--- src/rtl/chip_dac_rx_if.sv ---
// rtl/chip_dac_rx_if.sv - DAC link pins and decoded frame outputs (dac_levels only with CHIP_DAC_RX_REGFILE_EN)
interface chip_dac_rx_if #(
    parameter int ADDR_W = 3,
    parameter int DATA_W = 8
);
    logic              chip_rst;
    logic              chip_clk;
    logic              chip_data_in;
    logic              busy;
    logic              frame_valid;
    logic              frame_abort;
    logic [ADDR_W-1:0] frame_addr;
    logic [DATA_W-1:0] frame_data;
    logic [15:0]       frame_cnt;
`ifdef CHIP_DAC_RX_REGFILE_EN
    logic [(2**ADDR_W)*DATA_W-1:0] dac_levels;

    modport master (
        output chip_rst, chip_clk, chip_data_in,
        input  busy, frame_valid, frame_abort, frame_addr, frame_data, frame_cnt, dac_levels
    );
    modport slave (
        input  chip_rst, chip_clk, chip_data_in,
        output busy, frame_valid, frame_abort, frame_addr, frame_data, frame_cnt, dac_levels
    );
`else
    modport master (
        output chip_rst, chip_clk, chip_data_in,
        input  busy, frame_valid, frame_abort, frame_addr, frame_data, frame_cnt
    );
    modport slave (
        input  chip_rst, chip_clk, chip_data_in,
        output busy, frame_valid, frame_abort, frame_addr, frame_data, frame_cnt
    );
`endif
endinterface

--- src/rtl/chip_dac_rx.sv ---
// rtl/chip_dac_rx.sv - oversampling 3-wire DAC link receiver; CHIP_DAC_RX_REGFILE_EN adds the per-DAC level bank
module chip_dac_rx #(
    parameter int ADDR_W      = 3,
    parameter int DATA_W      = 8,
    parameter int TIMEOUT_CYC = 16384
) (
    input  logic         clk,
    input  logic         rst,
    chip_dac_rx_if.slave link
);
    localparam int FRAME_W = ADDR_W + DATA_W;
    localparam int CNT_W   = $clog2(FRAME_W + 1);
    localparam int TMO_W   = $clog2(TIMEOUT_CYC + 1);

    typedef enum logic [2:0] {LINK_RST, IDLE, ADDR, DATA, COMMIT} state_t;

    // [0] is the first synchronizer stage; clk_sync[2] is the edge-detect history
    logic [2:0]         clk_sync_q, clk_sync_d;
    logic [1:0]         data_sync_q, data_sync_d;
    logic [1:0]         rst_sync_q, rst_sync_d;
    logic               fall_q, fall_d;
    logic               bit_q, bit_d;
    state_t             state_q, state_d;
    logic [CNT_W-1:0]   bit_cnt_q, bit_cnt_d;
    logic [FRAME_W-1:0] sr_q, sr_d;
    logic [TMO_W-1:0]   tmo_q, tmo_d;
    logic               busy_q, busy_d;
    logic               valid_q, valid_d;
    logic               abort_q, abort_d;
    logic [ADDR_W-1:0]  addr_q, addr_d;
    logic [DATA_W-1:0]  data_q, data_d;
    logic [15:0]        cnt_q, cnt_d;
`ifdef CHIP_DAC_RX_REGFILE_EN
    localparam int BANK_W = (2**ADDR_W) * DATA_W;
    logic [BANK_W-1:0]  bank_q, bank_d;
`endif

    always_comb begin
        clk_sync_d  = {clk_sync_q[1:0], link.chip_clk};
        data_sync_d = {data_sync_q[0], link.chip_data_in};
        rst_sync_d  = {rst_sync_q[0], link.chip_rst};
        fall_d      = clk_sync_q[2] & ~clk_sync_q[1];
        bit_d       = fall_d ? data_sync_q[1] : bit_q;

        state_d   = state_q;
        bit_cnt_d = bit_cnt_q;
        sr_d      = sr_q;
        tmo_d     = '0;
        valid_d   = 1'b0;
        abort_d   = 1'b0;
        addr_d    = addr_q;
        data_d    = data_q;
        cnt_d     = cnt_q;
`ifdef CHIP_DAC_RX_REGFILE_EN
        bank_d    = bank_q;
`endif

        case (state_q)
            LINK_RST: if (rst_sync_q[1]) state_d = IDLE;
            IDLE: begin
                if (fall_q && !bit_q) begin
                    state_d   = ADDR;
                    bit_cnt_d = '0;
                    sr_d      = '0;
                end
            end
            ADDR, DATA: begin
                tmo_d = tmo_q + 1'b1;
                if (fall_q) begin
                    tmo_d     = '0;
                    sr_d      = {bit_q, sr_q[FRAME_W-1:1]};
                    bit_cnt_d = bit_cnt_q + 1'b1;
                    if (state_q == ADDR && bit_cnt_q == CNT_W'(ADDR_W - 1)) begin
                        state_d   = DATA;
                        bit_cnt_d = '0;
                    end
                    if (state_q == DATA && bit_cnt_q == CNT_W'(DATA_W - 1)) begin
                        state_d = COMMIT;
                        valid_d = 1'b1;
                        addr_d  = sr_d[ADDR_W-1:0];
                        data_d  = sr_d[FRAME_W-1:ADDR_W];
`ifdef CHIP_DAC_RX_REGFILE_EN
                        bank_d[int'(addr_d) * DATA_W +: DATA_W] = data_d;
`endif
                    end
                end else if (tmo_q == TMO_W'(TIMEOUT_CYC)) begin
                    state_d = IDLE;
                    abort_d = 1'b1;
                    tmo_d   = '0;
                end
            end
            COMMIT: begin
                state_d = IDLE;
                cnt_d   = cnt_q + 16'd1;
            end
            default: state_d = LINK_RST;
        endcase

        // Link reset overrides everything, including a last bit sampled this same cycle
        if (!rst_sync_q[1]) begin
            state_d = LINK_RST;
            valid_d = 1'b0;
            abort_d = (state_q == ADDR) || (state_q == DATA);
            addr_d  = addr_q;
            data_d  = data_q;
            tmo_d   = '0;
`ifdef CHIP_DAC_RX_REGFILE_EN
            bank_d  = '0;
`endif
        end

        busy_d = (state_d == ADDR) || (state_d == DATA) || (state_d == COMMIT);
    end

    always_ff @(posedge clk) begin
        if (!rst) begin
            clk_sync_q  <= '0;
            data_sync_q <= '0;
            rst_sync_q  <= '0;
            fall_q      <= 1'b0;
            bit_q       <= 1'b0;
            state_q     <= LINK_RST;
            bit_cnt_q   <= '0;
            sr_q        <= '0;
            tmo_q       <= '0;
            busy_q      <= 1'b0;
            valid_q     <= 1'b0;
            abort_q     <= 1'b0;
            addr_q      <= '0;
            data_q      <= '0;
            cnt_q       <= '0;
`ifdef CHIP_DAC_RX_REGFILE_EN
            bank_q      <= '0;
`endif
        end else begin
            clk_sync_q  <= clk_sync_d;
            data_sync_q <= data_sync_d;
            rst_sync_q  <= rst_sync_d;
            fall_q      <= fall_d;
            bit_q       <= bit_d;
            state_q     <= state_d;
            bit_cnt_q   <= bit_cnt_d;
            sr_q        <= sr_d;
            tmo_q       <= tmo_d;
            busy_q      <= busy_d;
            valid_q     <= valid_d;
            abort_q     <= abort_d;
            addr_q      <= addr_d;
            data_q      <= data_d;
            cnt_q       <= cnt_d;
`ifdef CHIP_DAC_RX_REGFILE_EN
            bank_q      <= bank_d;
`endif
        end
    end

    assign link.busy        = busy_q;
    assign link.frame_valid = valid_q;
    assign link.frame_abort = abort_q;
    assign link.frame_addr  = addr_q;
    assign link.frame_data  = data_q;
    assign link.frame_cnt   = cnt_q;
`ifdef CHIP_DAC_RX_REGFILE_EN
    assign link.dac_levels  = bank_q;
`endif
endmodule

--- src/flat_wrapper.sv ---
// flat-port wrapper written by rule: the top's interface ports become plain ports
module chip_dac_rx_flat 
#(
    parameter int ADDR_W      = 3,
    parameter int DATA_W      = 8,
    parameter int TIMEOUT_CYC = 16384
)
  (clk, rst, link_chip_rst, link_chip_clk, link_chip_data_in, link_busy, link_frame_valid, link_frame_abort, link_frame_addr, link_frame_data, link_frame_cnt);
  chip_dac_rx_if #(.ADDR_W(ADDR_W), .DATA_W(DATA_W)) link_i ();
  input  logic clk;
  input  logic rst;
  input wire logic [$bits(link_i.chip_rst)-1:0] link_chip_rst;
  input wire logic [$bits(link_i.chip_clk)-1:0] link_chip_clk;
  input wire logic [$bits(link_i.chip_data_in)-1:0] link_chip_data_in;
  output wire logic [$bits(link_i.busy)-1:0] link_busy;
  output wire logic [$bits(link_i.frame_valid)-1:0] link_frame_valid;
  output wire logic [$bits(link_i.frame_abort)-1:0] link_frame_abort;
  output wire logic [$bits(link_i.frame_addr)-1:0] link_frame_addr;
  output wire logic [$bits(link_i.frame_data)-1:0] link_frame_data;
  output wire logic [$bits(link_i.frame_cnt)-1:0] link_frame_cnt;
  assign link_i.chip_rst = link_chip_rst;
  assign link_i.chip_clk = link_chip_clk;
  assign link_i.chip_data_in = link_chip_data_in;
  assign link_busy = link_i.busy;
  assign link_frame_valid = link_i.frame_valid;
  assign link_frame_abort = link_i.frame_abort;
  assign link_frame_addr = link_i.frame_addr;
  assign link_frame_data = link_i.frame_data;
  assign link_frame_cnt = link_i.frame_cnt;
  chip_dac_rx #(.ADDR_W(ADDR_W), .DATA_W(DATA_W), .TIMEOUT_CYC(TIMEOUT_CYC)) u_core (.clk(clk), .rst(rst), .link(link_i));
endmodule
--- config.mk ---
export PLATFORM = sky130hd
export DESIGN_NAME = chip_dac_rx_flat
export DESIGN_NICKNAME = d
export VERILOG_FILES = /design/src/rtl/chip_dac_rx_if.sv /design/src/rtl/chip_dac_rx.sv /design/src/flat_wrapper.sv
export SDC_FILE = /design/constraint.sdc
export NUM_CORES = 1
export LEC_CHECK = 0
export BUFFER_PORTS_ARGS = -buffer_cell sky130_fd_sc_hd__buf_2
export CORE_UTILIZATION = 30
export CTS_CLUSTER_DIAMETER = 100
export CTS_CLUSTER_SIZE = 12
export DETAILED_ROUTE_END_ITERATION = 16
export GPL_ROUTABILITY_DRIVEN = 0
export GPL_TIMING_DRIVEN = 1
export PLACE_DENSITY_LB_ADDON = 0.25
export SLEW_MARGIN = 5
export SYNTH_ARGS = -nofsm -noshare
export SYNTH_HDL_FRONTEND = slang
export SYNTH_SLANG_ARGS = --single-unit
--- constraint.sdc ---
create_clock -name clk -period 2.3 [get_ports clk]
set_clock_uncertainty 0.2 [all_clocks]
set_input_delay 0.115 -clock clk [delete_from_list [all_inputs] [get_ports clk]]
set_output_delay 0.115 -clock clk [all_outputs]
set_load 0.02 [all_outputs]
==> flow_summary.ini, run 1 <==
[run_status]
status = finished clean

[finish]
area_growth_pct = 20.2
fin_area_sq_mm = 0.00341
instances_no_fill = 470
fin_nets = 364
layout-drive-gt1-share = 0.178
final_cell_mix = dfxtp_1, nor2_1, buf_2
layout_commonest_cell = dfxtp_1
antennaDiodeCount = 0

[critical_path]
cpMaxStageDelayCell = or4_4
arrival_ns = 2.02
setup.worst_path.class = reg2reg
crit_path_max_incr_delay_ns = 0.57
path_cells = nand4bb_2 > or4_4 > or3_1 > a21oi_1
cp_top_family = simple AND/OR/NAND/NOR gates
crit_fanout = 7
cp-end-kind = flop
cp-start-kind = flop
critPathBufInv = 0
cp.required_ns = 2.37

[grt]
gr-total-overflow = 0
track_usage = 0.119
antenna_found_initial = 0
grt_pass1_vias = 2071
grt_max_degree = 29
grt_first_pass_wirelength_mm = 9.38

[clocking]
hold_buffers = 7
cts_htree_levels = 3
cts_tree = yes
clock-root-buffer = clkbuf_8
numCtsBuffers = 9
clockBufferDepth = 2
cts_resized = 0
clock_latency_ns = 0.34
clk_transition_reported_paths_ns = 0.08
clock-sinks = 71
post_cts_buffers = 0

[synthesis]
synth_cell_types = 40
yosysTopAreaCell = dfxtp_1
ys_warn_count = 0
synth_top_family_by_area = simple AND/OR/NAND/NOR gates
synthCells = 308
synthTopCellsByArea = dfxtp_1, xnor2_1, nor2_1
seq_area_frac_synth = 0.500
synth.top_cell.area_share = 0.500
muxShareOfSynthArea = 0.0423
syn_nets = 318
syn_avg_cell_area_sq_um = 9.23
synth_xor_area_frac = 0.0771
yosys_register_bits = 71
synth_compound_area_frac = 0.0854
synth-simple-area-share = 0.240
synthesis.area_sq_mm = 0.00284
yosys.area_share.adder = 0.0220

[pwr]
vdd_drop_max_mv = 0.320
cellLeakagePower_nw = 1.23
pwr_density_cell_mw_per_mm2 = 647

[die]
coreArea_sq_mm = 0.00920
die_w_um = 99.3
row_count = 35
start_util = 0.309
pin_count = 35
die_area_sq_mm = 0.00986
die_y_um = 99.3

[detailed_routing]
routed_wl_mm = 5.41
dr.first_iter.drc_count = 48
dr_total_vias = 2214
first_pass_iters = 4
viasPerCell = 4.71
postRouteAntennaNets = 0
drc_errors = 0
wl_per_cell_um = 11.5

[worst_hold_path]
hp-class = reg2reg

[placed_design]
numPortBuffers = 34
dpl-instance-area_sq_mm = 0.00315
place_inst = 447
dpl.hpwl_mm = 3.67

[timing]
max_clock_freq_mhz = 512
drv_slew = 0
grt_setup_unrepaired = false
setup_viol = 0
fin_tns_setup_ns = 0
finalCritPeriodShare = 0.849
tightestPinTransition_ns = 0.500
relSlewSlack = 0.666
hold_viol_final = 0
period_minus_slack_ns = 1.95

[job]
drv_cap = 0
[stage by stage]
stage / hold WS (ns) / power, mW / setup slack, ns / utilization
2_1_floorplan: 0.0423 / 1.29 / 0.336 / -
3_3_place_gp: 0.126 / 1.30 / 0.383 / 0.343
3_5_place_dp: 0.130 / 1.30 / 0.340 / 0.343
4_1_cts: 0.232 / 2.26 / 0.325 / 0.371
5_1_grt: 0.259 / 2.32 / 0.197 / 0.371
6_report: 0.228 / 2.21 / 0.348 / 0.371
[sequential cells by signal (all words and copies together) (netlist names), 2 cells and up]
name and flops:
u_core.link.frame_addr 3, u_core.clk_sync_q 3, u_core.rst_sync_q 2, u_core.bit_cnt_q 4, u_core.link.frame_cnt 16, u_core.data_sync_q 2
u_core.link.frame_data 8, u_core.sr_q 10, u_core.tmo_q 15, u_core.state_q 3
[worst paths after layout]
check,startpoint,end,slack (ns),depth (start not counted)
worst min register to register,u_core.data_sync_q[0]$_SDFF_PN0_,u_core.data_sync_q[1]$_SDFF_PN0_,0.23,1
worst max-delay path,u_core.state_q[0]$_SDFF_PN0_,u_core.link.frame_cnt[15]$_SDFFE_PN0N_,0.35,4
worst max register to register,u_core.state_q[0]$_SDFF_PN0_,u_core.link.frame_cnt[15]$_SDFFE_PN0N_,0.35,4
worst min-delay path,u_core.data_sync_q[0]$_SDFF_PN0_,u_core.data_sync_q[1]$_SDFF_PN0_,0.23,1
[cell usage after synthesis]
master / number
o21ai_1: 1
buf_1: 3
nand4bb_2: 1
nor3_1: 11
a31o_2: 1
and2_1: 10
o21bai_1: 1
or3b_2: 1
o21ai_0: 7
or2_2: 2
dfxtp_1: 71
a31oi_1: 2
nor3b_1: 1
nor4_1: 9
inv_1: 12
nor2b_1: 3
nor2_1: 44
mux2i_1: 12
nand4_1: 6
and3_1: 2
o211ai_1: 2
xnor2_1: 19
or4_1: 1
a21oi_1: 11
xor2_1: 6
a22o_1: 9
o2111a_1: 1
nand3b_1: 3
and2b_1: 1
nor4bb_1: 1
buf_2: 1
or4_4: 1
ha_1: 5
nand2_1: 15
clkbuf_1: 8
o22ai_1: 1
nand3_1: 15
or3_1: 6
inv_2: 1
o31ai_1: 1
[report_power, final]
part	total (mW)	internal (mW)	switching [mW]	leakage [nW]
combinational	0.0363	0.0162	0.0201	0.562
clock	0.936	0.458	0.478	0.0963
sequential	1.24	1.23	0.00379	0.573
total	2.21	1.71	0.502	1.23
[area by class of cell]
cell class / instances / area, sq um
Clock buffer: 11 / 151
Clock inverter: 5 / 38.8
Fill cell: 942 / 5780
Inverter: 13 / 48.8
Multi-Input combinational cell: 212 / 1330
Sequential cell: 71 / 1420
Tap cell: 111 / 139
Timing Repair Buffer: 47 / 285
[worst reg2reg max path, cell delays in order, from the launching register on]
cell and delay [ns]:
dfxtp_1 0.36, nand4bb_2 0.28, or4_4 0.57, or3_1 0.35, a21oi_1 0.14
[per-layer routing]
layer	up-vias	part of all wire	track usage
met5	-	0	0
met4	0	0.015	0.0441
met3	10	0.044	0.0422
met2	36	0.45	0.191
met1	1019	0.49	0.147
li1	1149	-	-
[cells by family after synthesis]
| logic type | after synthesis |
|---|---|
| and+or+nand+nor | 133 |
| DFF | 71 |
| AOI/OAI and AO/OA | 37 |
| xor gates and xnor gates | 25 |
| buffers and inverters | 25 |
| muxes | 12 |
| adders and majority gates | 5 |
No activity file was read; power rests on OpenSTA's default activity.
==> inputs of run 2 (changes only) <==
==> constraint.sdc (replaced) <==
create_clock -name clk -period 1.8 [get_ports clk]
set_clock_uncertainty 0.2 [all_clocks]
set_input_delay 0.09 -clock clk [delete_from_list [all_inputs] [get_ports clk]]
set_output_delay 0.09 -clock clk [all_outputs]
set_load 0.02 [all_outputs]
==> flow_summary.ini, run 2 (synthesized netlist as in run 1, its figures left out) <==
[timing]
drv_slew = 0
period_minus_slack_ns = 1.75
max_clock_freq_mhz = 571
hold_viol_final = 0
finalCritPeriodShare = 0.974
grt_setup_unrepaired = true
setup_viol = 0
relSlewSlack = 0.678
tightestPinTransition_ns = 0.482

[grt]
grt_pass1_vias = 2184
grt_max_degree = 29
gr-usage-met3 = 0.0478
use_met1 = 0.159
grt_util_met2 = 0.208
busiest_layer = met2
track_usage = 0.128
gr-total-overflow = 0
grt_first_pass_wirelength_mm = 10.0
antenna_found_initial = 0

[critical_path]
setup.worst_path.class = reg2reg
r2r_slack_ns = 0.05
crit_cells = 6
cp-end-kind = flop
startpoint = u_core.state_q[0]$_SDFF_PN0_
r2r-start = u_core.state_q[0]$_SDFF_PN0_
cp.required_ns = 1.81
cp_top_family = simple AND/OR/NAND/NOR gates
crit_fanout = 12
crit_path_end = u_core.link.frame_cnt[14]$_SDFFE_PN0N_
r2r_end = u_core.link.frame_cnt[14]$_SDFFE_PN0N_
cp-start-kind = flop
crit_path_max_incr_delay_ns = 0.33
arrival_ns = 1.76
critPathBufInv = 2
cpMaxStageDelayCell = nor4_2
worst-r2r-cell-count = 6
path_cells = nand4bb_4 > buf_4 > nor4_2 > buf_4 > a31o_2 > a21oi_1
cpMostUsedCell = buf_4

[die]
die_w_um = 99.3
start_util = 0.309
coreArea_sq_mm = 0.00920
die_y_um = 99.3
die_area_sq_mm = 0.00986
row_count = 35
pin_count = 35

[clocking]
cts_htree_levels = 3
clock-root-buffer = clkbuf_8
clockBufferDepth = 2
cts_tree = yes
clock_latency_ns = 0.34
numCtsBuffers = 9
clk_transition_reported_paths_ns = 0.07
post_cts_buffers = 0
clock-sinks = 71

[finish]
seq_area_sq_mm = 0.00145
largest_reg_flops = 16
antennaDiodeCount = 0
instances_no_fill = 491
fin_util = 0.401
fillCellCount = 953
final_cell_mix = dfxtp_1, nor2_1, buf_2
area_growth_pct = 29.7
layout-drive-gt1-share = 0.287
layout_commonest_cell = dfxtp_1
fin_nets = 385
multiInputGateArea_sq_mm = 0.00138
fin_area_sq_mm = 0.00368

[run_status]
status = finished clean

[pwr]
finalPower_mw = 2.92
vdd_drop_max_mv = 0.310
pwr_density_cell_mw_per_mm2 = 793
cellLeakagePower_nw = 1.36

[detailed_routing]
dr_total_vias = 2319
wl_per_cell_um = 11.7
routed_wl_mm = 5.77
viasPerCell = 4.72
postRouteAntennaNets = 0
drc_errors = 0
first_pass_iters = 4
dr.first_iter.drc_count = 47

[job]
drv_cap = 0

[placed_design]
numPortBuffers = 34
place_inst = 468
dpl.hpwl_mm = 4.11
dpl-instance-area_sq_mm = 0.00336

[worst_hold_path]
hp-class = reg2reg
[run 2: cell count changes in the layout (fill, tap and decap cells not counted), moves of 2 or more]
| cell | delta |
|---|---|
| buf_4 | +18 |
| buf_6 | +2 |
| clkbuf_8 | -2 |
| clkinv_4 | +2 |
| dfxtp_1 | -18 |
| dfxtp_2 | +16 |
| dfxtp_4 | +2 |
| nand2_1 | -2 |
| nand2_2 | +2 |
| nand3_1 | -2 |
| nand3_2 | +2 |
[run 2: where the power goes]
part           switching [mW]  leakage, nW  internal [mW]
Sequential            0.00416        0.583           1.57
Clock                   0.637        0.100          0.656
Combinational          0.0274        0.678         0.0243
[run 2: repair_timing]
item                                    CTS  global route
endpoints found under the hold margin    10             0
endpoints found under the setup margin    2            23
gates resized for setup                   1            14
hold buffers                              7             0
pin swaps                                 3             6
[run 2: per-layer routing]
layer,share of wire,wire length (um),vias up
met5,0,0,-
met4,0.0064,37,0
met3,0.041,234,4
met2,0.46,2670,34
met1,0.49,2830,1076
li1,-,-,1205
[run 2: worst min path at each step]
stage / start / to / cells after the start
4_1_cts: u_core.rst_sync_q[0]$_SDFF_PN0_ / u_core.rst_sync_q[1]$_SDFF_PN0_ / 1
6_report: u_core.rst_sync_q[0]$_SDFF_PN0_ / u_core.rst_sync_q[1]$_SDFF_PN0_ / 1
5_1_grt: u_core.clk_sync_q[0]$_SDFF_PN0_ / u_core.clk_sync_q[1]$_SDFF_PN0_ / 1
2_1_floorplan: link_chip_clk / u_core.clk_sync_q[0]$_SDFF_PN0_ / 1
3_3_place_gp: link_chip_data_in / u_core.data_sync_q[0]$_SDFF_PN0_ / 2
3_5_place_dp: link_chip_clk / u_core.clk_sync_q[0]$_SDFF_PN0_ / 2
[run 2: area by class of cell]
type,instances,share of cell area
Inverter,13,0.0132
Tap cell,111,0.0377
Multi-Input combinational cell,212,0.375
Clock buffer,9,0.0336
Sequential cell,71,0.393
Clock inverter,7,0.0221
Timing Repair Buffer,68,0.126
[run 2: per-stage QoR]
| stage | hold slack, ns | worst slack, ns | setup TNS (ns) |
|---|---|---|---|
| after floorplan | 0.0173 | 0.000992 | 0 |
| after global placement | 0.102 | 0.0359 | 0 |
| after detailed placement | 0.108 | -0.00592 | -0.00592 |
| after CTS | 0.241 | -0.00219 | -0.00219 |
| after global routing | 0.256 | -0.0327 | -0.0950 |
| final | 0.236 | 0.0474 | 0 |
==> inputs of run 3 (changes only) <==
--- a/config.mk
+++ b/config.mk
@@ -12,7 +12,6 @@
 export DETAILED_ROUTE_END_ITERATION = 16
 export GPL_ROUTABILITY_DRIVEN = 0
 export GPL_TIMING_DRIVEN = 1
-export PLACE_DENSITY_LB_ADDON = 0.25
 export SLEW_MARGIN = 5
 export SYNTH_ARGS = -nofsm -noshare
 export SYNTH_HDL_FRONTEND = slang
==> flow_summary.ini, run 3 (synthesized netlist as in run 1, its figures left out) <==
[run_status]
status = finished clean

[clocking]
clock_latency_ns = 0.34
clock-root-buffer = clkbuf_8
numCtsBuffers = 9
clockBufferDepth = 2
clk_transition_reported_paths_ns = 0.09
cts_htree_levels = 3
cts_tree = yes
clock-sinks = 71

[finish]
layout-drive-gt1-share = 0.312
final_cell_mix = dfxtp_1, nor2_1, buf_2
area_growth_pct = 29.4
largest_reg_flops = 16
instances_no_fill = 489
fin_nets = 383
layout_commonest_cell = dfxtp_1
fin_util = 0.400
antennaDiodeCount = 0

[grt]
track_usage = 0.124
grt_pass1_vias = 2174
antenna_found_initial = 0
grt_max_degree = 29
grt_first_pass_wirelength_mm = 9.74
gr-total-overflow = 0

[die]
row_count = 35
pin_count = 35
start_util = 0.309
die_y_um = 99.3
die_area_sq_mm = 0.00986
die_w_um = 99.3
coreArea_sq_mm = 0.00920

[timing]
hold_viol_final = 0
fin_tns_setup_ns = 0
setup_viol = 0
relSlewSlack = 0.651
drv_slew = 0
max_clock_freq_mhz = 562
period_minus_slack_ns = 1.78
grt_setup_unrepaired = true
timing.hold.ws_ns = 0.226
layout_setup_ws_ns = 0.0222
finalCritPeriodShare = 0.988
tightestPinTransition_ns = 0.523

[critical_path]
crit_fanout = 4
cp-end-kind = flop
cp.required_ns = 1.88
arrival_ns = 1.86
cp-start-kind = flop
r2r_end = u_core.link.frame_cnt[15]$_SDFFE_PN0N_
setup.worst_path.class = reg2reg
r2r-start = u_core.state_q[1]$_SDFF_PN0_
worst-r2r-cell-count = 4
r2r_slack_ns = 0.02

[pwr]
vdd_drop_max_mv = 0.542
pwr_density_cell_mw_per_mm2 = 765
cellLeakagePower_nw = 1.36

[job]
drv_cap = 0

[detailed_routing]
routed_wl_mm = 5.80
dr.first_iter.drc_count = 71
wl_per_cell_um = 11.9
dr_total_vias = 2321
viasPerCell = 4.75
postRouteAntennaNets = 0
first_pass_iters = 4
drc_errors = 0

[placed_design]
dpl.hpwl_mm = 4.01
pre_cts_ws_ns = 0.0262
numPortBuffers = 34
place_inst = 467

[worst_hold_path]
holdCritStartpoint = u_core.tmo_q[0]$_SDFF_PP0_
hold_end = u_core.tmo_q[0]$_SDFF_PP0_
hp-class = reg2reg
min_path_cells = 1
run 3: final cells by class:
type                            instances  area, sq um
Clock inverter                          7         60.1
Timing Repair Buffer                   66          444
Clock buffer                            9          124
Multi-Input combinational cell        212         1410
Tap cell                              111          139
Inverter                               13         48.8
Sequential cell                        71         1450
Fill cell                             923         5520
run 3: power by group:
part / internal (mW) / switching (mW)
Clock: 0.527 / 0.663
Sequential: 1.57 / 0.00390
Combinational: 0.0201 / 0.0279
run 3: worst max-delay path: stages, from the launching register on:
cell       delay [ns]
dfxtp_2          0.32
nand4bb_4        0.22
or4_4            0.51
or3_4            0.35
a21oi_2          0.12
run 3: worst max path at each step:
stage / end / from / cells past startpoint / slack, ns
final: u_core.link.frame_cnt[15]$_SDFFE_PN0N_ / u_core.state_q[1]$_SDFF_PN0_ / 4 / 0.02
after global routing: u_core.link.frame_cnt[15]$_SDFFE_PN0N_ / u_core.state_q[1]$_SDFF_PN0_ / 4 / -0.06
after CTS: u_core.link.frame_cnt[15]$_SDFFE_PN0N_ / u_core.state_q[0]$_SDFF_PN0_ / 4 / 0.01
after detailed placement: u_core.link.frame_cnt[15]$_SDFFE_PN0N_ / u_core.state_q[0]$_SDFF_PN0_ / 4 / 0.03
after global placement: u_core.link.frame_cnt[15]$_SDFFE_PN0N_ / u_core.state_q[0]$_SDFF_PN0_ / 4 / 0.04
after floorplan: u_core.link.frame_cnt[15]$_SDFFE_PN0N_ / u_core.link.frame_cnt[5]$_SDFFE_PN0N_ / 4 / 0.001
run 3: metrics by stage:
stage               power [mW]  area (sq um)
global route              2.95          3680
global placement          1.66          3350
floorplan                 1.64          2880
finish                    2.81          3680
CTS                       2.86          3580
detailed placement        1.66          3350
run 3: timing repair:
| action | in CTS | in global routing |
|---|---|---|
| endpoints found under the setup margin | 0 | 23 |
| hold buffers | 4 | 0 |
| setup buffers | 0 | 2 |
| hold endpoints to repair | 4 | 0 |
| gates resized for setup | 0 | 26 |
run 3: per-layer routing:
layer	vias to the layer above	track usage	share of wire
met1	1072	0.148	0.48
met5	-	0	0
met4	0	0.0520	0.019
met2	46	0.200	0.46
met3	11	0.0478	0.047
li1	1192	-	-
